===== src/rtl/mem_ctrl.sv =====
// mem_ctrl: shares one byte-wide RAM port between instruction fetch and load/store (MEM first).
// Define MEMCTRL_IBUF_EN to add a one-entry instruction buffer that short-circuits repeated fetches.
module mem_ctrl (
    input  logic        clk,
    input  logic        rst,
    input  logic        if_req,
    input  logic [31:0] if_addr,
    input  logic        if_cancel,
    output logic        if_done,
    output logic [31:0] if_inst,
    input  logic        mem_req,
    input  logic        mem_we,
    input  logic [1:0]  mem_sel,
    input  logic [31:0] mem_addr,
    input  logic [31:0] mem_wdata,
    output logic        mem_done,
    output logic [31:0] mem_rdata,
    output logic        stallreq_if,
    output logic        stallreq_mem,
    output logic [31:0] ram_addr,
    output logic        ram_wr,
    output logic [7:0]  ram_dout,
    input  logic [7:0]  ram_din
);

    // state | meaning
    // IDLE  | waiting for a request, MEM before IF
    // RD    | issuing read addresses and capturing bytes one edge later
    // WR    | driving one write byte per cycle
    // ACK   | done pulse for one cycle, requests ignored
    typedef enum logic [1:0] {IDLE, RD, WR, ACK} state_t;

    state_t      state_q, state_d;
    logic        is_if_q;
    logic [2:0]  step_q, len_q, mem_len;
    logic [31:0] rbuf_q, rword, fetch_word;
    logic [23:0] wsh_q;
    logic        if_done_q, mem_done_q;
    logic        accept_mem, accept_if, abort_if, rd_last, wr_last, rd_end;
    logic        hit_accept;
    logic [1:0]  cap_idx;

`ifdef MEMCTRL_IBUF_EN
    logic        ibuf_valid, hit_q;
    logic [29:0] ibuf_tag, fetch_tag_q;
    logic [31:0] ibuf_inst;

    assign hit_accept = accept_if && ibuf_valid && (ibuf_tag == if_addr[31:2]);
    // A buffer hit spends one RD cycle without touching the RAM, then acks.
    assign rd_end     = hit_q || (step_q == len_q);
    assign fetch_word = hit_q ? ibuf_inst : rword;

    always_ff @(posedge clk) begin
        if (rst) begin
            ibuf_valid  <= 1'b0;
            hit_q       <= 1'b0;
            ibuf_tag    <= '0;
            fetch_tag_q <= '0;
            ibuf_inst   <= '0;
        end else begin
            if (accept_if) begin
                hit_q       <= hit_accept;
                fetch_tag_q <= if_addr[31:2];
            end else if (accept_mem) begin
                hit_q <= 1'b0;
            end
            if (accept_mem && mem_we && (ibuf_tag == mem_addr[31:2])) begin
                ibuf_valid <= 1'b0;
            end else if (rd_last && is_if_q && !hit_q) begin
                ibuf_valid <= 1'b1;
                ibuf_tag   <= fetch_tag_q;
                ibuf_inst  <= rword;
            end
        end
    end
`else
    assign hit_accept = 1'b0;
    assign rd_end     = (step_q == len_q);
    assign fetch_word = rword;
`endif

    always_comb begin
        case (mem_sel)
            2'b00:   mem_len = 3'd1;
            2'b01:   mem_len = 3'd2;
            default: mem_len = 3'd4;
        endcase
    end

    // Byte step-1 arrives on ram_din while step_q = step.
    assign cap_idx = step_q[1:0] - 2'd1;

    always_comb begin
        rword = rbuf_q;
        if (step_q != 3'd0) rword[{cap_idx, 3'b000} +: 8] = ram_din;
    end

    always_comb begin
        state_d    = state_q;
        accept_mem = 1'b0;
        accept_if  = 1'b0;
        abort_if   = 1'b0;
        rd_last    = 1'b0;
        wr_last    = 1'b0;
        case (state_q)
            IDLE: begin
                if (mem_req) begin
                    accept_mem = 1'b1;
                    state_d    = mem_we ? WR : RD;
                end else if (if_req) begin
                    accept_if = 1'b1;
                    state_d   = RD;
                end
            end
            RD: begin
                if (is_if_q && if_cancel) begin
                    abort_if = 1'b1;
                    state_d  = IDLE;
                end else if (rd_end) begin
                    rd_last = 1'b1;
                    state_d = ACK;
                end
            end
            WR: begin
                if (step_q + 3'd1 == len_q) begin
                    wr_last = 1'b1;
                    state_d = ACK;
                end
            end
            ACK:     state_d = IDLE;
            default: state_d = IDLE;
        endcase
    end

    always_ff @(posedge clk) begin
        if (rst) state_q <= IDLE;
        else     state_q <= state_d;
    end

    always_ff @(posedge clk) begin
        if (rst) begin
            is_if_q    <= 1'b0;
            step_q     <= '0;
            len_q      <= '0;
            rbuf_q     <= '0;
            wsh_q      <= '0;
            ram_addr   <= '0;
            ram_wr     <= 1'b0;
            ram_dout   <= '0;
            if_inst    <= '0;
            mem_rdata  <= '0;
            if_done_q  <= 1'b0;
            mem_done_q <= 1'b0;
        end else begin
            if_done_q  <= 1'b0;
            mem_done_q <= 1'b0;
            if (accept_mem || accept_if) begin
                is_if_q <= accept_if;
                step_q  <= '0;
                rbuf_q  <= '0;
                len_q   <= accept_if ? 3'd4 : mem_len;
                if (!hit_accept) ram_addr <= accept_if ? if_addr : mem_addr;
                if (accept_mem && mem_we) begin
                    ram_wr   <= 1'b1;
                    ram_dout <= mem_wdata[7:0];
                    wsh_q    <= mem_wdata[31:8];
                end
            end
            if (state_q == RD && !abort_if) begin
                step_q <= step_q + 3'd1;
                if (step_q != 3'd0) rbuf_q <= rword;
                if (rd_last) begin
                    if (is_if_q) begin
                        if_inst   <= fetch_word;
                        if_done_q <= 1'b1;
                    end else begin
                        mem_rdata  <= rword;
                        mem_done_q <= 1'b1;
                    end
                end else if (step_q + 3'd1 < len_q) begin
                    ram_addr <= ram_addr + 32'd1;
                end
            end
            if (wr_last) begin
                ram_wr     <= 1'b0;
                mem_done_q <= 1'b1;
            end else if (state_q == WR) begin
                step_q   <= step_q + 3'd1;
                ram_addr <= ram_addr + 32'd1;
                ram_dout <= wsh_q[7:0];
                wsh_q    <= {8'd0, wsh_q[23:8]};
            end
        end
    end

    // A redirect arriving during the fetch ack suppresses the pulse.
    assign if_done      = if_done_q && !if_cancel;
    assign mem_done     = mem_done_q;
    assign stallreq_if  = if_req && !if_done_q;
    assign stallreq_mem = mem_req && !mem_done_q;

endmodule

===== config.mk =====
export PLATFORM = sky130hd
export DESIGN_NAME = mem_ctrl
export DESIGN_NICKNAME = d
export VERILOG_FILES = /design/src/rtl/mem_ctrl.sv
export SDC_FILE = /design/constraint.sdc
export NUM_CORES = 1
export LEC_CHECK = 0
export ABC_AREA = 1
export BUFFER_PORTS_ARGS = -buffer_cell sky130_fd_sc_hd__buf_2
export CAP_MARGIN = 20
export CORE_MARGIN = 2
export CORE_UTILIZATION = 54
export CTS_CLUSTER_DIAMETER = 30
export DETAILED_ROUTE_END_ITERATION = 7
export GPL_TIMING_DRIVEN = 0
export PLACE_DENSITY = 0.8
export RECOVER_POWER = 25
export REMOVE_ABC_BUFFERS = 1
export SLEW_MARGIN = 40
export SYNTH_ARGS = -nofsm -noshare
export SYNTH_HDL_FRONTEND = slang
export SYNTH_SLANG_ARGS = --single-unit

===== constraint.sdc =====
create_clock -name clk -period 2.7 [get_ports clk]
set_input_delay 0 -clock clk [delete_from_list [all_inputs] [get_ports clk]]
set_output_delay 0 -clock clk [all_outputs]
set_load 0.02 [all_outputs]

==> metrics.md <==
| Metric | Value |
|---|---|
| RSZ-0062 raised after global routing | yes |
| Yosys synthesis warning count | 0 |
| DRC violations left | 0 |
| Max Clock Freq | 0.378 GHz |
| Inserted Clock Buffers | 17 |
| GR Overflow Total | 0 |
| Startpoint types | flop |
| Slew Limit Headroom | 0.450 |
| WS Path Type | flop to flop |
| Die X | 134 microns |
| Crit. End Element | flop |
| Clock Tree Buf Depth | 2 |
| DPL Wire Length | 17500 microns |
| Starting DRT DRC Count | 872 |
| Seq/Total Area, Yosys | 0.376 |
| Routability cong. | 0.894 |
| Worst-path clk slew | 70 ps |
| Final Setup Violations | 0 |
| Core area | 16600 sq um |
| Ratio of cells with drive above 1 in the final layout | 0.150 |
| First-pass GRT wire length | 44100 microns |
| Clock Root Buffer | clkbuf_16 |
| GRT Util Overall | 0.299 |
| Vias in the first global route | 9043 |
| Initial antenna violation count | 0 |
| P_leak | 4.85 nW |
| Commonest non-fill, non-tap cell in the layout | nand2_1 |
| Post-Place Cell Area | 10300 sq um |
| FF-to-FF path depth | 7 |
| Top area cells in the synthesized netlist | dfxtp_1, nand2_1, nand3_1, nor2_1, a21oi_1 |
| Leading area contributor after synthesis | dfxtp_1 |
| Area delta synth->final | 24.0% |
| Routed len/inst | 15.1 microns |
| Required time worst endpoint | 3010 ps |
| Finished Cell Area | 11400 sq um |
| Most frequent cells in the layout | nand2_1, nor2_1, dfxtp_1, nand3_1, buf_2 |
| Synth Area per Inst | 6.49 sq um |
| Total die area | 18000 sq um |
| Library cells used by synthesis | 32 |
| Clock Sinks | 172 |
| Number of register bits inferred by synthesis | 172 |
| Minimum clock period | 2650 ps |
| Clk Latency, worst-skew pair | 430 ps |
| Total Wirelength | 28000 microns |
| Htree depth | 4 |
| CTS tree | done |
| Status | finished, final reports clean |
| Post-route antenna net violation count | 0 |
| Max-Cap Viols | 0 |
| Tcrit/Tclk final | 0.980 |
| PnR Total Power | 0.0104 W |
| VDD IR max | 801 uV |
| First-pass iteration count of the detailed router | 6 |
| Num rows | 47 |
| Yosys top cell area share | 0.376 |
| Mapped Area | 9160 sq um |
| Mapped Cells | 1412 |
| Tightest Pin Transition | 823 ps |
| Max-slew violation count | 0 |
| Largest net degree at the start of global routing | 69 |
| Worst Path Arrival | 2960 ps |
| Initial core utilization | 0.553 |
| Diodes inserted | 0 |
| Vias | 10100 |
| Port-buffer cells | 220 |
| Final Skew | 11.8 ps |
| Hold Crit Depth | 7 |
| Final nets | 1737 |
| Pwr Density | 917 nW/um^2 |
| Fin. Hold Viols | 0 |
| DR vias/cell | 5.46 |
| IO Pins | 221 |
| Min-Delay Path Class | input port to flop |
| Crit-path max FO | 33 |
| Die H | 134 microns |
## final cells by class
type / instances / area, sq um
Sequential cell: 172 / 3450
Inverter: 104 / 417
Timing Repair inverter: 1 / 7.51
Tap cell: 220 / 275
Clock buffer: 18 / 439
Multi-Input combinational cell: 1048 / 5000
Timing Repair Buffer: 271 / 1620
Fill cell: 1523 / 5220
Clock inverter: 14 / 149
## registers in the layout, summed over array words and instances (netlist names)
signal / flops
mem_done: 1
ram_dout: 8
ram_addr: 32
if_done_q: 1
mem_rdata: 32
ram_wr: 1
rbuf_q: 32
is_if_q: 1
if_inst: 32
len_q: 3
state_q: 2
wsh_q: 24
step_q: 3
## metal layers
metal,global-route usage,vias up,wire length (microns)
li1,-,5024,-
met1,0.402,4632,12400
met2,0.480,385,13000
met3,0.0665,48,2070
met4,0.0901,0,572
met5,0,-,0
## logic make-up after synthesis
logic type | share of synthesized area
buf+inv | 0.0893
fa+ha+maj | 0.0137
compound gates | 0.140
flops | 0.376
simple gates | 0.369
xor+xnor | 0.0124
## path summary, 6_finish.rpt
kind,startpoint,end,slack (ps)
setup / recovery,step_q[0],mem_rdata[2],50
hold / removal,mem_addr[28],ram_addr[28],9
setup reg to reg,step_q[0],mem_rdata[2],50
hold reg to reg,mem_rdata[24],mem_rdata[24],460
## worst max-delay path, cell delays in order, from the launching register on
cell and delay (ps):
dfxtp_4 410, ha_1 360, a21oi_1 200, nand3_2 260, nor2_4 440, nand2_2 550
nand2_1 200, a21oi_1 80
## where the power goes
part | switching, W | total, W | internal, W
clock | 0.00113 | 0.00247 | 0.00133
combinational | 0.00307 | 0.00449 | 0.00141
sequential | 0.000472 | 0.00346 | 0.00299
total | 0.00468 | 0.0104 | 0.00573
## metrics by stage
step	TNS (ps)	setup slack (ps)	instances	hold WS, ps	utilization
5_1_grt	-5010	-125	1848	38.5	0.685
3_3_place_gp	-371810	-2490	1762	258	0.610
2_1_floorplan	-128000	-1010	1322	69.1	-
6_report	0	53.1	1848	8.76	0.685
3_5_place_dp	-124480	-1550	1768	260	0.620
4_1_cts	0	24.8	1847	0.315	0.687
## Yosys cell counts
library cell and number:
ha_1 10, nand2_2 2, o31ai_1 22, or2_0 1, o21ai_4 1, nand3b_1 20
a211oi_1 1, o21ai_0 78, buf_1 2, dfxtp_1 172, buf_6 2, nand2_1 365
xnor2_1 6, inv_1 99, nor4_1 1, a31oi_1 3, nand4_1 12, nand3_2 3
nor2_2 7, buf_2 30, a21oi_1 101, nor2_4 1, nor2_1 190, o21ai_1 9
buf_4 10, xor2_1 7, clkinv_1 1, clkbuf_1 46, nand3_1 167, nor3_1 26
inv_2 4, o211a_1 13
## repair_timing
item | in CTS | in global routing
endpoints found under the setup margin | 166 | 148
resized for setup | 14 | 5
setup buffers | 5 | 0
cloned | 3 | 0
pin swaps | 2 | 0
hold endpoints to repair | 64 | 0
hold buffers | 39 | 0
Note: power is estimated with default switching activity, not from simulation.
